$ cat src/rtl/contador_comparador_param_pkg.sv
// Shared constants for the counter/comparator datapath: modo encoding and
// active-low 7-segment patterns ({g,f,e,d,c,b,a}) for hex digits 0..F.
package contador_comparador_param_pkg;

  localparam logic MODO_CRESC = 1'b0;
  localparam logic MODO_DECR  = 1'b1;

  function automatic logic [6:0] hex7seg(input logic [3:0] nibble);
    logic [6:0] seg;
    case (nibble)
      4'h0: seg = 7'b1000000;
      4'h1: seg = 7'b1111001;
      4'h2: seg = 7'b0100100;
      4'h3: seg = 7'b0110000;
      4'h4: seg = 7'b0011001;
      4'h5: seg = 7'b0010010;
      4'h6: seg = 7'b0000010;
      4'h7: seg = 7'b1111000;
      4'h8: seg = 7'b0000000;
      4'h9: seg = 7'b0010000;
      4'hA: seg = 7'b0001000;
      4'hB: seg = 7'b0000011;
      4'hC: seg = 7'b1000110;
      4'hD: seg = 7'b0100001;
      4'hE: seg = 7'b0000110;
      default: seg = 7'b0001110;
    endcase
    return seg;
  endfunction

endpackage

$ cat src/rtl/contador_comparador_param_m_ud.sv
// Modulo-MODULO up/down counter with synchronous clear, saturating load and
// enable; fim flags the terminal count for the current direction.
module contador_m_ud
  import contador_comparador_param_pkg::*;
#(
  parameter int WIDTH  = 4,
  parameter int MODULO = 16
) (
  input  logic             clock,
  input  logic             zera_n,
  input  logic             zera,
  input  logic             carrega,
  input  logic             conta,
  input  logic             modo,
  input  logic [WIDTH-1:0] chaves,
  output logic [WIDTH-1:0] contagem,
  output logic             fim
);

  localparam logic [WIDTH-1:0] CNT_MAX = WIDTH'(MODULO - 1);

  logic [WIDTH-1:0] contagem_next;

  // NOTE: the hold value is assigned first so every path through the block
  // writes contagem_next; leaving a path unassigned would infer a latch.
  always_comb begin
    contagem_next = contagem;
    if (zera) begin
      contagem_next = '0;
    end else if (carrega) begin
      contagem_next = (chaves > CNT_MAX) ? CNT_MAX : chaves;
    end else if (conta) begin
      if (modo == MODO_DECR) begin
        contagem_next = (contagem == '0) ? CNT_MAX : contagem - 1'b1;
      end else begin
        contagem_next = (contagem == CNT_MAX) ? '0 : contagem + 1'b1;
      end
    end
  end

  // NOTE: non-blocking assignment keeps every register sampling the values
  // from before the edge, independent of block ordering.
  always_ff @(posedge clock or negedge zera_n) begin
    if (!zera_n) begin
      contagem <= '0;
    end else begin
      contagem <= contagem_next;
    end
  end

  // Terminal count behaves like an rco with enable tied high.
  assign fim = (modo == MODO_DECR) ? (contagem == '0) : (contagem == CNT_MAX);

endmodule

$ cat src/rtl/contador_comparador_param.sv
// Parametrised counter/comparator datapath: modulo up/down counter, unsigned
// compare against chaves, registered wrap pulse and multi-digit hex display.
module contador_comparador_param
  import contador_comparador_param_pkg::*;
#(
  parameter int WIDTH  = 4,
  parameter int MODULO = 16
) (
  input  logic                              clock,
  input  logic                              zera_n,
  input  logic                              zera,
  input  logic                              carrega,
  input  logic                              conta,
  input  logic                              modo,
  input  logic [WIDTH-1:0]                  chaves,
  output logic                              menor,
  output logic                              maior,
  output logic                              igual,
  output logic                              fim,
  output logic                              pulso_fim,
  output logic [WIDTH-1:0]                  db_contagem,
  output logic [7*((WIDTH + 3) / 4)-1:0]    display
);

  localparam int DIGITS = (WIDTH + 3) / 4;
  localparam int NIB_W  = 4 * DIGITS;

  logic [WIDTH-1:0] contagem;
  logic [NIB_W-1:0] contagem_ext;

  contador_m_ud #(
    .WIDTH  (WIDTH),
    .MODULO (MODULO)
  ) u_contador (
    .clock    (clock),
    .zera_n   (zera_n),
    .zera     (zera),
    .carrega  (carrega),
    .conta    (conta),
    .modo     (modo),
    .chaves   (chaves),
    .contagem (contagem),
    .fim      (fim)
  );

  assign db_contagem = contagem;

  assign menor = (contagem <  chaves);
  assign maior = (contagem >  chaves);
  assign igual = (contagem == chaves);

  // A counting edge taken while fim is high is exactly a wrap edge.
  always_ff @(posedge clock or negedge zera_n) begin
    if (!zera_n) begin
      pulso_fim <= 1'b0;
    end else begin
      pulso_fim <= conta & fim & ~zera & ~carrega;
    end
  end

  // Nibbles beyond WIDTH read as zero.
  assign contagem_ext = NIB_W'(contagem);

  for (genvar k = 0; k < DIGITS; k++) begin : g_digit
    assign display[7*k +: 7] = hex7seg(contagem_ext[4*k +: 4]);
  end

endmodule
$ cat config.mk
export PLATFORM = sky130hd
export DESIGN_NAME = contador_comparador_param
export DESIGN_NICKNAME = d
export VERILOG_FILES = /design/src/rtl/contador_comparador_param_pkg.sv /design/src/rtl/contador_comparador_param_m_ud.sv /design/src/rtl/contador_comparador_param.sv
export SDC_FILE = /design/constraint.sdc
export NUM_CORES = 1
export LEC_CHECK = 0
export CORE_AREA = 2 2 39 41
export DETAILED_ROUTE_END_ITERATION = 10
export DIE_AREA = 0 0 41 43
export DONT_BUFFER_PORTS = 1
export PLACE_DENSITY = 0.7
export SYNTH_ARGS = -nofsm -noshare
export SYNTH_HDL_FRONTEND = slang
export SYNTH_SLANG_ARGS = --single-unit
export TNS_END_PERCENT = 20
$ cat constraint.sdc
create_clock -name clock -period 1.6 [get_ports clock]
set_input_delay 0.24 -clock clock [delete_from_list [all_inputs] [get_ports clock]]
set_output_delay 0.24 -clock clock [all_outputs]
set_load 0.02 [all_outputs]
* Word-level counts from Yosys, hierarchy flattened
Memory sizes are Yosys's and may differ from the RTL's.
Cells that the tools add are included.
W data, S select, Z words.
** Storage, ports and cells
- Register bits after elaboration :: 5
- ROM bits :: 112
- Output and inout bits :: 16
- Memories :: 1
** Operators by class
- $add $sub $neg :: 2
- Magnitude comparators :: 3
- Equality and inequality tests :: 2
- Mux-type cells :: 8
- Bitwise operators :: 5
- Reductions and logical operators :: 2
** Memories
- (no name shown) :: depth 16, width 7, rd ports 1, clocked after memory_dff 0, wr ports 0, RTL line contador_comparador_param_pkg.sv:10 : case (nibble)
** Operators by type and width (count)
- $mux W4 :: 7
- $add A4 B1 Y4 const B :: 1
- $eq A4 B4 Y1 :: 1
- $eq A4 B4 Y1 const B :: 1
- $gt A4 B4 Y1 :: 1
- $gt A4 B4 Y1 const B :: 1
- $logic_not A4 Y1 :: 1
- $lt A4 B4 Y1 :: 1
- $sub A4 B1 Y4 const B :: 1
- $and A1 B1 Y1 :: 3
- $reduce_bool A3 Y1 :: 1
- $not A1 Y1 :: 2
- $mux W1 :: 1

* Depth between registers and ports, before layout
Gate-level depths: netlist of run 1.
- Word-level depth :: 6
- Depth in mapped cells :: 7
- Gate-level depth less buffers :: 6

* Modules after synthesis
From an unflattened synthesis of run 1, not the netlist that was laid out.
** Unflattened totals
- Cells, all modules :: 93
- Area total of the unflattened synthesis :: 754.5 um^2
** Modules (own cells, without submodules)
- contador_comparador_param :: instances 1, cells each 48, area an instance 399.1 um^2, seq. area each 25.0 um^2
- contador_m_ud :: instances 1, cells each 45, area an instance 355.3 um^2, seq. area each 100.1 um^2

* Worst setup path before layout of run 1
OpenSTA, ideal clock, no wires.
- Path kind :: register to output
- From :: reg u_contador.contagem[0]
- To :: out maior
- Arrival time :: 1.675 ns
- Data required time :: 1.360 ns
- Slack :: -0.315 ns
- Stages on the path, launching flop included :: 6
- Buffers on the path :: 1
- Cell sequence :: dfrtp_1 -> buf_2 -> inv_1 -> ha_1 -> and4_1 -> a21oi_1
** Between the ends
- Word-level cells in the longest chain between the ends :: 1
** RTL lines
- start, declared :: RTL line contador_comparador_param_m_ud.sv:16 : output logic [WIDTH-1:0] contagem,
- start signal, assigned :: RTL line contador_comparador_param_m_ud.sv:47 : contagem <= contagem_next;
- $gt A4 B4 Y1 :: RTL line contador_comparador_param.sv:49 : assign maior = (contagem > chaves);
- end, declared :: RTL line contador_comparador_param.sv:17 : output logic maior,
Every way passes these cells.

* Worst setup path after layout of run 1
- From :: reg u_contador.contagem[1]
- To :: out maior
The elaborated chain is that of the path after synthesis.

==> impl_results.rst, run 1 <==
.. list-table::
   :header-rows: 1

   * - Metric
     - Value
   * - Status
     - finished, violations left
   * - Failing checks
     - setup timing
   * - Gate count after technology mapping
     - 94
   * - # diodes
     - 0
   * - Worst setup path startpoint
     - u_contador.contagem[1]$_DFFE_PN0P_
   * - Number of slew-limit violations in the final report
     - 0
   * - CP bufs+invs
     - 1
   * - Flip-flop and latch count after synthesis
     - 5
   * - Final Util
     - between 70% and 80%
   * - Number of max-cap violations
     - 0
   * - Hold Path Class
     - in -> reg
   * - Max-slew headroom at the worst pin
     - 73.5%
   * - Post-Synthesis Cell Area
     - around 700 µm²
   * - Post-route standard cell area excluding fillers
     - between 1000 and 1500 µm²
   * - Setup Slack @ Placement
     - -0.0573 ns
   * - Portion of the post-synthesis area used by sequential elements
     - about 18%
   * - DRC errors left
     - 0
   * - Number of top-level pins
     - 26
   * - Crit path launch type
     - register
   * - Post-synthesis to final-layout area growth
     - 46.3%
   * - Crit path capture
     - maior
   * - Maximum VDD drop
     - about 0.00048 V
   * - Share of the cycle needed by the critical path after routing
     - 115%
   * - Worst R2R Start
     - u_contador.contagem[1]$_DFFE_PN0P_
   * - Die area
     - between 1500 and 2000 µm²
   * - Wire length of the first global-routing pass
     - approximately 3000 µm
   * - Drt initial violations
     - 13
   * - Static Leak
     - 0.465 nW
   * - Crit-path slowest cell
     - dfrtp_2
   * - Worst skew pair latency
     - 0.25 ns
   * - Number of buffers on the longest clock path
     - 2
   * - Congestion Overflow GR
     - 0
   * - Cell Count, Final, Fillers Out
     - 128
   * - Fraction of final layout cells sized beyond drive strength 1
     - around two fifths
   * - Total global-route track usage
     - between 20 and 30%
   * - Floorplan Core Area
     - approximately 1400 µm²
   * - Setup Viol. Count Final
     - 11
   * - Largest incremental delay on the critical path
     - approximately 0.43 ns
   * - Post-place instance area
     - 878 µm²
   * - Initial antenna violation count
     - 0
   * - Required time of the critical path
     - 1.36 ns
   * - DP Cell Count
     - 121
   * - Inserted Clock Buffers
     - 3
   * - Number of routed nets with antenna violations
     - 0
   * - Stages on the worst setup path
     - 6
   * - Post-detail-place hpwl
     - ~1500 µm
   * - Maximum clock skew at final layout
     - between 0.007 and 0.008 ns
   * - Worst path top cell family by delay
     - flip-flops
   * - Yosys cell types
     - 34
   * - Number of nets in the layout
     - 133
   * - Pin slew with the least headroom to its limit
     - 0.395 ns
   * - Floorplan die width
     - 41 µm
   * - Destination of the worst register-to-register timing path
     - u_contador.contagem[2]$_DFFE_PN0P_
   * - Syn. warnings
     - 0
   * - Via count of the first global-routing pass
     - 678
   * - CP Cell Sequence
     - ha_4 > nor2b_4 > o21a_1 > o21ai_2 > buf_4 > a21oi_4
   * - Maximum frequency from static timing analysis
     - 546 MHz
   * - Cell area power density
     - 710 nW/µm²
   * - Clock-pin slew on the worst setup and hold paths
     - 0.05 ns
   * - Number of search-and-repair iterations in the first detailed-routing pass
     - 4
   * - Critical path class
     - reg -> out
   * - TritonCTS clock tree
     - done
   * - Mean area per synthesized cell
     - 7.44 µm²
   * - CTS H-Tree Depth
     - 1
   * - Number of nets in the synthesized netlist
     - 114
   * - Reg2Reg Depth
     - 6
   * - Hold Slack
     - 0.142 ns
   * - Largest fanout of any net on the critical path
     - 4
   * - Data arrival at the endpoint of the critical path
     - 1.59 ns
   * - Number of hold-slack violations in the final timing report
     - 0
   * - Overall die height
     - 43 µm
   * - Routed vias
     - 782
   * - RSZ-0062 raised after global routing
     - true
   * - Total number of placement rows
     - 14
   * - Detailed-route vias per instance
     - about 6.1
   * - Largest net degree at the start of global routing
     - 18
   * - Routed wire per std cell
     - 15.4 µm
   * - Final weighted congestion in routability-driven placement
     - 0.838
   * - Wirelength, routed
     - roughly 2000 µm
   * - Master cell of the clock root buffer
     - clkbuf_4
   * - Clock period minus worst slack
     - 1.83 ns
   * - Clk sinks
     - 5
   * - Total of buffers placed on input and output ports
     - 0
   * - FF-to-FF setup slack
     - 0.05 ns
   * - Initial core utilization
     - 50.5%
   * - Setup WS post-layout
     - -0.232 ns
   * - Sort of element at the end of the critical path
     - primary output
## synth_stat cells
master / count / share of area (%)
a211oi_1: 2 / 2.1
nand3_1: 4 / 2.9
o31ai_1: 1 / 1.1
and3_1: 1 / 0.90
nand3b_1: 1 / 1.1
and2_1: 1 / 0.90
inv_1: 8 / 4.3
a31oi_1: 1 / 0.90
o21a_1: 1 / 1.1
a311oi_1: 1 / 1.3
clkbuf_1: 3 / 1.6
and4_1: 1 / 1.3
a22o_1: 1 / 1.3
inv_2: 1 / 0.54
ha_1: 10 / 18
o41ai_2: 1 / 2.3
nor3_1: 1 / 0.71
nand4_1: 1 / 0.90
a21o_1: 3 / 3.2
buf_2: 3 / 2.1
nor2b_1: 2 / 1.8
mux2i_1: 2 / 2.9
o21ai_0: 12 / 8.6
o21bai_1: 1 / 1.1
nor2_1: 5 / 2.7
a211o_1: 1 / 1.3
o21ai_1: 1 / 0.71
nand2b_1: 2 / 1.8
dfrtp_1: 5 / 18
a21oi_1: 11 / 7.9
or3_1: 1 / 0.90
o211a_1: 1 / 1.4
nand2_1: 3 / 1.6
xor2_1: 1 / 1.3
## worst min path at each step
stage            from                                 end  slack, ns  cells after the start
2_1_floorplan  zera_n                 pulso_fim$_DFF_PN0_      -0.06                      0
3_3_place_gp   zera_n                 pulso_fim$_DFF_PN0_      -0.06                      0
3_5_place_dp   zera_n                 pulso_fim$_DFF_PN0_      -0.06                      0
4_1_cts          zera  u_contador.contagem[3]$_DFFE_PN0P_       0.14                      2
5_1_grt          zera  u_contador.contagem[3]$_DFFE_PN0P_       0.14                      2
6_report         zera  u_contador.contagem[3]$_DFFE_PN0P_       0.14                      2
## metrics by stage
step / total power, mW / TNS, ns
floorplan: 0.401 / -0.561
detailed placement: 0.512 / -0.0865
global route: 0.772 / -2.26
global placement: 0.505 / -0.0252
CTS: 0.708 / -1.28
finish: 0.726 / -1.42
## power breakdown
group	leakage, nW	internal, mW	switching, mW
logic	0.387	0.188	0.234
registers	0.0633	0.137	0.0136
clock network	0.0150	0.0947	0.0587
total	0.465	0.420	0.306
## repair_timing
action / 4_1_cts / 5_1_grt
resized for setup: 15 / 6
buffers inserted: 2 / 0
endpoints found under the hold margin: 5 / 0
pin swaps: 4 / 0
hold buffers: 1 / 0
gates cloned: 0 / 0
setup endpoints to repair: 12 / 12
## cell usage in the layout, fill, tap and decap left out, types with 2 or more instances in the layout
cell	Yosys	final
a21oi_2	0	2
clkbuf_4	0	3
nand3_1	4	3
dfrtp_2	0	2
mux2i_1	2	2
nor2_1	5	3
a21o_1	3	3
dfrtp_1	5	3
ha_4	0	3
buf_4	0	16
o21ai_0	12	5
nand2_1	3	3
a211oi_1	2	2
ha_2	0	3
inv_1	8	7
a21oi_1	11	8
buf_12	0	2
nor2_2	0	2
o21ai_1	1	5
o21ai_2	0	3
ha_1	10	4
## layer usage
layer  global-route usage (%)  routed length, µm
met1                     29.7                751
met2                     42.5               1070
met3                     4.19                118
met4                     12.0                 28
met5                        0                  0
## cell families (layout without fill, tap and decap cells)
kind of cell	after synthesis	in the layout	synth area share (%)
DFF	5	5	17.9
AOI/OAI and AO/OA	38	38	34.2
and+or+nand+nor	23	23	17.4
muxes	2	2	2.86
xor gates and xnor gates	1	1	1.25
adders and majority gates	10	10	17.9
buffers and inverters	15	33	8.59
## final cells by class
class	instances	area, µm²
clock buffers	4	26.3
fillers	103	360
flip-flops and latches	5	128
well taps	16	20.0
inverters	9	36.3
repair buffers	20	181
multi-input cells	74	632
## flip-flops by register name, indices dropped and copies added, names as in the netlist
name	flops
u_contador.contagem	4
pulso_fim	1
(Power assumes the default switching activity.)
==> inputs of run 2 (changes only) <==
--- a/config.mk
+++ b/config.mk
@@ -5,11 +5,12 @@
 export SDC_FILE = /design/constraint.sdc
 export NUM_CORES = 1
 export LEC_CHECK = 0
-export CORE_AREA = 2 2 39 41
+export CORE_MARGIN = 2
+export CORE_UTILIZATION = 50
 export DETAILED_ROUTE_END_ITERATION = 10
-export DIE_AREA = 0 0 41 43
 export DONT_BUFFER_PORTS = 1
-export PLACE_DENSITY = 0.7
+export MAX_ROUTING_LAYER = met4
+export PLACE_DENSITY = 0.68
 export SYNTH_ARGS = -nofsm -noshare
 export SYNTH_HDL_FRONTEND = slang
 export SYNTH_SLANG_ARGS = --single-unit
==> impl_results.rst, run 2 (synthesis results as in run 1) <==
.. list-table::
   :header-rows: 1

   * - Metric
     - Value
   * - Crit path launch type
     - register
   * - Post-route standard cell area excluding fillers
     - 1010 µm²
   * - Inserted Clock Buffers
     - 3
   * - Commonest non-fill, non-tap cell in the layout
     - buf_4
   * - Floorplan die width
     - about 41 µm
   * - Post-detail-place hpwl
     - between 1000 and 1500 µm
   * - Wirelength, routed
     - 2020 µm
   * - Largest register by flop count
     - u_contador.contagem
   * - Critical path class
     - reg -> out
   * - Final weighted congestion in routability-driven placement
     - 0.876
   * - Fraction of final layout cells sized beyond drive strength 1
     - ~43%
   * - DRC errors left
     - 0
   * - Detailed-route vias per instance
     - 5.93
   * - Clock-pin slew on the worst setup and hold paths
     - roughly 0.050 ns
   * - Drt initial violations
     - 27
   * - Cell Count, Final, Fillers Out
     - 128
   * - Initial core utilization
     - 53.8%
   * - Number of buffers on the longest clock path
     - 2
   * - Number of nets in the layout
     - 134
   * - Total number of placement rows
     - 13
   * - Total global-route track usage
     - 25.2%
   * - Post-place instance area
     - 870 µm²
   * - Final total power
     - 699 µW
   * - Status
     - finished, violations left
   * - Routed vias
     - 759
   * - Initial antenna violation count
     - 0
   * - Largest net degree at the start of global routing
     - 23
   * - Post-synthesis to final-layout area growth
     - 45.1%
   * - DP Cell Count
     - 119
   * - Routed wire per std cell
     - between 15 and 20 µm
   * - Clock period minus worst slack
     - 1.84 ns
   * - Master cell of the clock root buffer
     - clkbuf_4
   * - Number of top-level pins
     - 26
   * - Hold Slack
     - 0.157 ns
   * - Setup Viol. Count Final
     - 9
   * - Maximum clock skew at final layout
     - 0.00638 ns
   * - Number of slew-limit violations in the final report
     - 0
   * - Required time of the critical path
     - 1.36 ns
   * - Wire length of the first global-routing pass
     - 3390 µm
   * - Final Util
     - 78.0%
   * - Number of routed nets with antenna violations
     - 0
   * - Area occupied by multi-input gates
     - roughly 620 µm²
   * - Via count of the first global-routing pass
     - 749
   * - Sequential cell area
     - 129 µm²
   * - Regs by FF count
     - u_contador.contagem (4), pulso_fim (1)
   * - Static Leak
     - 0.466 nW
   * - Floorplan Core Area
     - 1300 µm²
   * - TritonCTS clock tree
     - done
   * - Die area
     - 1710 µm²
   * - Largest fanout of any net on the critical path
     - 4
   * - Fill cells
     - 96
   * - Commonest cells after routing, fill and taps aside
     - 17 x buf_4, 9 x a21oi_1
   * - Number of search-and-repair iterations in the first detailed-routing pass
     - 4
   * - Max-slew headroom at the worst pin
     - between 70% and 80%
   * - Number of max-cap violations
     - 0
   * - Worst skew pair latency
     - 0.24 ns
   * - # diodes
     - 0
   * - Number of hold-slack violations in the final timing report
     - 0
   * - Cell area power density
     - 689 nW/µm²
   * - Congestion Overflow GR
     - 0
   * - CTS H-Tree Depth
     - 1
   * - Largest register FFs
     - 4
   * - Hold Path Class
     - in -> reg
   * - RSZ-0062 raised after global routing
     - true
   * - Total of buffers placed on input and output ports
     - 0
   * - Sort of element at the end of the critical path
     - primary output
   * - Share of the cycle needed by the critical path after routing
     - 115%
   * - Data arrival at the endpoint of the critical path
     - 1.60 ns
   * - Failing checks
     - setup timing
   * - Maximum frequency from static timing analysis
     - 544 MHz
   * - Clk sinks
     - 5
   * - Setup WS post-layout
     - -0.238 ns
   * - Maximum VDD drop
     - about 0.00057 V
   * - Overall die height
     - 41.4 µm
   * - Pin slew with the least headroom to its limit
     - 0.311 ns
## run 2: cell count changes in the layout (fill, tap and decap cells not counted), sizes merged
| cell | previous run | this run |
|---|---|---|
| buf | 19 | 20 |
## run 2: final cells by class
type                    count  area share, %
flip-flops and latches      5           12.7
repair buffers             21           18.6
clock buffers               4           2.59
well taps                  15           1.85
multi-input cells          74           60.9
inverters                   9           3.33
## run 2: per-layer routing
layer	part of all wire, %	vias to the layer above	track usage (%)
met5	0	-	-
met4	0	0	5.81
met3	5.7	0	6.96
met2	51	24	38.8
li1	-	381	-
met1	43	354	32.9
## run 2: worst max-delay path, stage by stage, from the launching register on
cell and delay, ns:
dfrtp_2 0.44, ha_4 0.22, nor2b_1 0.13, o21a_1 0.17, o21ai_2 0.18, and2_4 0.21
## run 2: power by group
group | switching, mW | leakage, nW | internal [mW]
Combinational | 0.228 | 0.389 | 0.180
Sequential | 0.0133 | 0.0620 | 0.137
Clock | 0.0474 | 0.0150 | 0.0940
## run 2: final timing paths
kind | start | to | slack, ns | cells after the start
min in group asynchronous | zera_n | u_contador.contagem[1]$_DFFE_PN0P_ | 0.30 | 1
worst min-delay path | zera | u_contador.contagem[3]$_DFFE_PN0P_ | 0.16 | 2
worst max-delay path | u_contador.contagem[1]$_DFFE_PN0P_ | menor | -0.24 | 5
worst min register to register | u_contador.contagem[3]$_DFFE_PN0P_ | u_contador.contagem[3]$_DFFE_PN0P_ | 0.70 | 2
worst max register to register | u_contador.contagem[1]$_DFFE_PN0P_ | u_contador.contagem[2]$_DFFE_PN0P_ | 0.04 | 7
max in group asynchronous | zera_n | u_contador.contagem[0]$_DFFE_PN0P_ | 1.08 | 1
## run 2: stage by stage
step | TNS [ns] | worst slack, ns
after CTS | -1.35 | -0.240
final | -1.03 | -0.238
after global placement | -0.0972 | -0.0603
after global routing | -1.72 | -0.302
after floorplan | -0.561 | -0.109
after detailed placement | -0.0862 | -0.0592
## run 2: what timing repair did
item                                   CTS  global route
pin swaps                                3             5
setup buffers                            0             4
hold buffers                             1             0
endpoints found under the hold margin    5             0
gates resized for setup                 11            10
setup endpoints to repair               12            11
==> inputs of run 3 (changes only) <==
--- a/config.mk
+++ b/config.mk
@@ -5,12 +5,13 @@
 export SDC_FILE = /design/constraint.sdc
 export NUM_CORES = 1
 export LEC_CHECK = 0
+export ABC_AREA = 1
 export CORE_MARGIN = 2
 export CORE_UTILIZATION = 50
 export DETAILED_ROUTE_END_ITERATION = 10
 export DONT_BUFFER_PORTS = 1
 export MAX_ROUTING_LAYER = met4
-export PLACE_DENSITY = 0.68
+export PLACE_DENSITY = 0.73
 export SYNTH_ARGS = -nofsm -noshare
 export SYNTH_HDL_FRONTEND = slang
 export SYNTH_SLANG_ARGS = --single-unit
==> impl_results.rst, run 3 <==
.. list-table::
   :header-rows: 1

   * - Metric
     - Value
   * - Instance count along the most critical hold path
     - 2
   * - Crit path launch type
     - register
   * - Most frequently used flop master after synthesis
     - dfrtp_1
   * - Mean area per synthesized cell
     - 6.36 µm²
   * - Floorplan Core Area
     - approximately 1400 µm²
   * - Clock-pin slew on the worst setup and hold paths
     - 0.06 ns
   * - Routed wire per std cell
     - 16.7 µm
   * - Portion of the post-synthesis area used by sequential elements
     - 16.8%
   * - Inserted Clock Buffers
     - 3
   * - Syn. warnings
     - 0
   * - Largest fanout of any net on the critical path
     - 5
   * - Largest incremental delay on the critical path
     - 0.45 ns
   * - CP bufs+invs
     - 4
   * - Share of the cycle needed by the critical path after routing
     - 113%
   * - Number of buffers on the longest clock path
     - 2
   * - Switching component of the power
     - about 420 µW
   * - Detailed-route vias per instance
     - 6.13
   * - Post-detail-place hpwl
     - 1500 µm
   * - Initial core utilization
     - 55.1%
   * - FFs w/ async S/R, synth
     - 100%
   * - Largest net degree at the start of global routing
     - 11
   * - Post-Synthesis Cell Area
     - 744 µm²
   * - Number of max-cap violations
     - 0
   * - Most frequent cells after synthesis
     - 38 x nand2_1, 16 x inv_1, 10 x ha_1, 10 x nor2_1, 6 x a21oi_1
   * - Status
     - finished, violations left
   * - Maximum clock skew at final layout
     - 0.00547 ns
   * - Wire length of the first global-routing pass
     - 4140 µm
   * - Static Leak
     - 0.555 nW
   * - Total number of placement rows
     - 13
   * - Critical path class
     - reg -> out
   * - P_int
     - 467 µW
   * - Required time of the critical path
     - 1.36 ns
   * - Drt initial violations
     - 56
   * - Maximum frequency from static timing analysis
     - 554 MHz
   * - Clk sinks
     - 5
   * - Commonest cells after routing, fill and taps aside
     - 34 x nand2_1, 17 x buf_4, 9 x inv_1, 9 x nor2_1
   * - Stages on the worst setup path
     - 6
   * - Fraction of final layout cells sized beyond drive strength 1
     - 43.0%
   * - Top cells by area, synth
     - nand2_1 19%, dfrtp_1 17%, ha_1 17%
   * - Via count of the first global-routing pass
     - 864
   * - CP Cell Sequence
     - buf_12 > inv_8 > ha_4 > buf_4 > o22ai_1 > buf_4
   * - Clock network fraction of design power
     - 18.2%
   * - Synth area leader
     - nand2_1
   * - Clock period minus worst slack
     - 1.81 ns
   * - Flip-flop and latch count after synthesis
     - 5
   * - Hold Path Class
     - in -> reg
   * - Crit-path slowest cell
     - dfrtp_2
   * - TritonCTS clock tree
     - done
   * - Number of nets in the layout
     - 163
   * - Cell area power density
     - 813 nW/µm²
   * - Number of nets in the synthesized netlist
     - 137
   * - Die area
     - about 1800 µm²
   * - Worst skew pair latency
     - between 0.2 and 0.3 ns
   * - Routed vias
     - 962
   * - Number of top-level pins
     - 26
   * - Max-slew headroom at the worst pin
     - 67.4%
   * - Sequential group share of total power
     - 18.1%
   * - Yosys cell types
     - 22
   * - Congestion Overflow GR
     - 0
   * - Largest register FFs
     - 4
   * - Number of routed nets with antenna violations
     - 0
   * - Reg2Reg Depth
     - 8
   * - Final Util
     - 80.9%
   * - Leading cell type by number of instances after synthesis
     - nand2_1
   * - Post-synthesis to final-layout area growth
     - 46.7%
   * - Number of hold-slack violations in the final timing report
     - 0
   * - CTS H-Tree Depth
     - 1
   * - Total of buffers placed on input and output ports
     - 0
   * - FF-to-FF setup slack
     - 0.04 ns
   * - Worst R2R Start
     - u_contador.contagem[1]$_DFFE_PN0P_
   * - Data arrival at the endpoint of the critical path
     - around 1.6 ns
   * - Post-route standard cell area excluding fillers
     - 1090 µm²
   * - Regs by FF count
     - u_contador.contagem (4), pulso_fim (1)
   * - Overall die height
     - 42.6 µm
   * - Destination of the worst register-to-register timing path
     - u_contador.contagem[1]$_DFFE_PN0P_
   * - Area share of the largest cell type after synthesis
     - between 10% and 20%
   * - Final weighted congestion in routability-driven placement
     - 0.927
   * - Wirelength, routed
     - 2630 µm
   * - Gate count after technology mapping
     - 117
   * - Pin slew with the least headroom to its limit
     - 0.486 ns
   * - Sort of element at the end of the critical path
     - primary output
   * - Worst path top cell family by delay
     - buffers and inverters
   * - Commonest non-fill, non-tap cell in the layout
     - nand2_1
   * - Post-place instance area
     - 905 µm²
   * - Master cell of the clock root buffer
     - clkbuf_4
   * - # diodes
     - 0
   * - Number of search-and-repair iterations in the first detailed-routing pass
     - 8
   * - Proportion of power drawn by combinational gates
     - 63.7%
   * - Total global-route track usage
     - between 30% and 40%
   * - Crit path capture
     - display[2]
   * - Largest register by flop count
     - u_contador.contagem
   * - Worst setup path startpoint
     - u_contador.contagem[1]$_DFFE_PN0P_
   * - DRC errors left
     - 0
   * - Floorplan die width
     - roughly 43 µm
   * - Setup Slack @ Placement
     - 0.00514 ns
   * - Number of slew-limit violations in the final report
     - 0
   * - Top cell by count, worst path
     - buf_4
   * - Switching share of power
     - between 40% and 50%
   * - Hold Slack
     - 0.146 ns
   * - Setup WS post-layout
     - -0.206 ns
   * - Maximum VDD drop
     - 0.000482 V
   * - Number of enable flip-flop cells after synthesis
     - 0
   * - Failing checks
     - setup timing
   * - RSZ-0062 raised after global routing
     - true
   * - Initial antenna violation count
     - 0
   * - Setup Viol. Count Final
     - 11
## run 3: logic make-up (layout without fill, tap and decap cells)
family / count (synthesis) / after routing / synth area share, %
buffers and inverters: 21 / 46 / 13.3
AOI/OAI and AO/OA: 22 / 22 / 17.8
and+or+nand+nor: 59 / 59 / 35.3
adders and majority gates: 10 / 10 / 16.8
DFF: 5 / 5 / 16.8
## run 3: metrics by stage
step	power [mW]	instances	setup TNS [ns]
finish	0.888	157	-1.56
floorplan	0.470	117	-0.196
CTS	0.837	156	-1.17
global route	0.933	157	-2.12
global placement	0.589	145	0
detailed placement	0.594	145	0
## run 3: worst min path at each step
| stage | endpoint | slack, ns | startpoint |
|---|---|---|---|
| 4_1_cts | pulso_fim$_DFF_PN0_ | 0.13 | conta |
| 5_1_grt | pulso_fim$_DFF_PN0_ | 0.13 | conta |
| 2_1_floorplan | pulso_fim$_DFF_PN0_ | -0.06 | zera_n |
| 6_report | pulso_fim$_DFF_PN0_ | 0.15 | conta |
| 3_3_place_gp | u_contador.contagem[2]$_DFFE_PN0P_ | -0.06 | zera_n |
| 3_5_place_dp | u_contador.contagem[2]$_DFFE_PN0P_ | -0.06 | zera_n |
## run 3: power by group through the flow
| stage | logic, mW | registers (mW) | clock network [mW] |
|---|---|---|---|
| 2_1_floorplan | 0.292 | 0.178 | 0 |
| 3_3_place_gp | 0.427 | 0.162 | 0 |
| 4_1_cts | 0.519 | 0.160 | 0.159 |
| 6_report | 0.566 | 0.161 | 0.161 |
| 5_1_grt | 0.605 | 0.162 | 0.166 |
| 3_5_place_dp | 0.431 | 0.163 | 0 |
## run 3: routing by layer
| layer | GRT usage [%] | share of wire (%) | vias to the layer above | routed length (µm) |
|---|---|---|---|---|
| met4 | 13.1 | 5.1 | 0 | 135 |
| met3 | 2.59 | 11 | 23 | 288 |
| li1 | - | - | 427 | - |
| met5 | - | 0 | - | 0 |
| met1 | 38.0 | 37 | 426 | 959 |
| met2 | 50.8 | 47 | 86 | 1240 |
## run 3: layout make-up
class | instances | area, µm²
Timing Repair Buffer | 23 | 211
Sequential cell | 5 | 129
Inverter | 19 | 92.6
Tap cell | 15 | 18.8
Clock buffer | 4 | 26.3
Fill cell | 95 | 258
Multi-Input combinational cell | 91 | 614
## run 3: repair_timing
item / in CTS / in global routing
buffers inserted: 6 / 1
pin swaps: 7 / 3
hold buffers: 1 / 0
endpoints found under the setup margin: 11 / 12
hold endpoints to repair: 5 / 0
gates resized for setup: 24 / 6
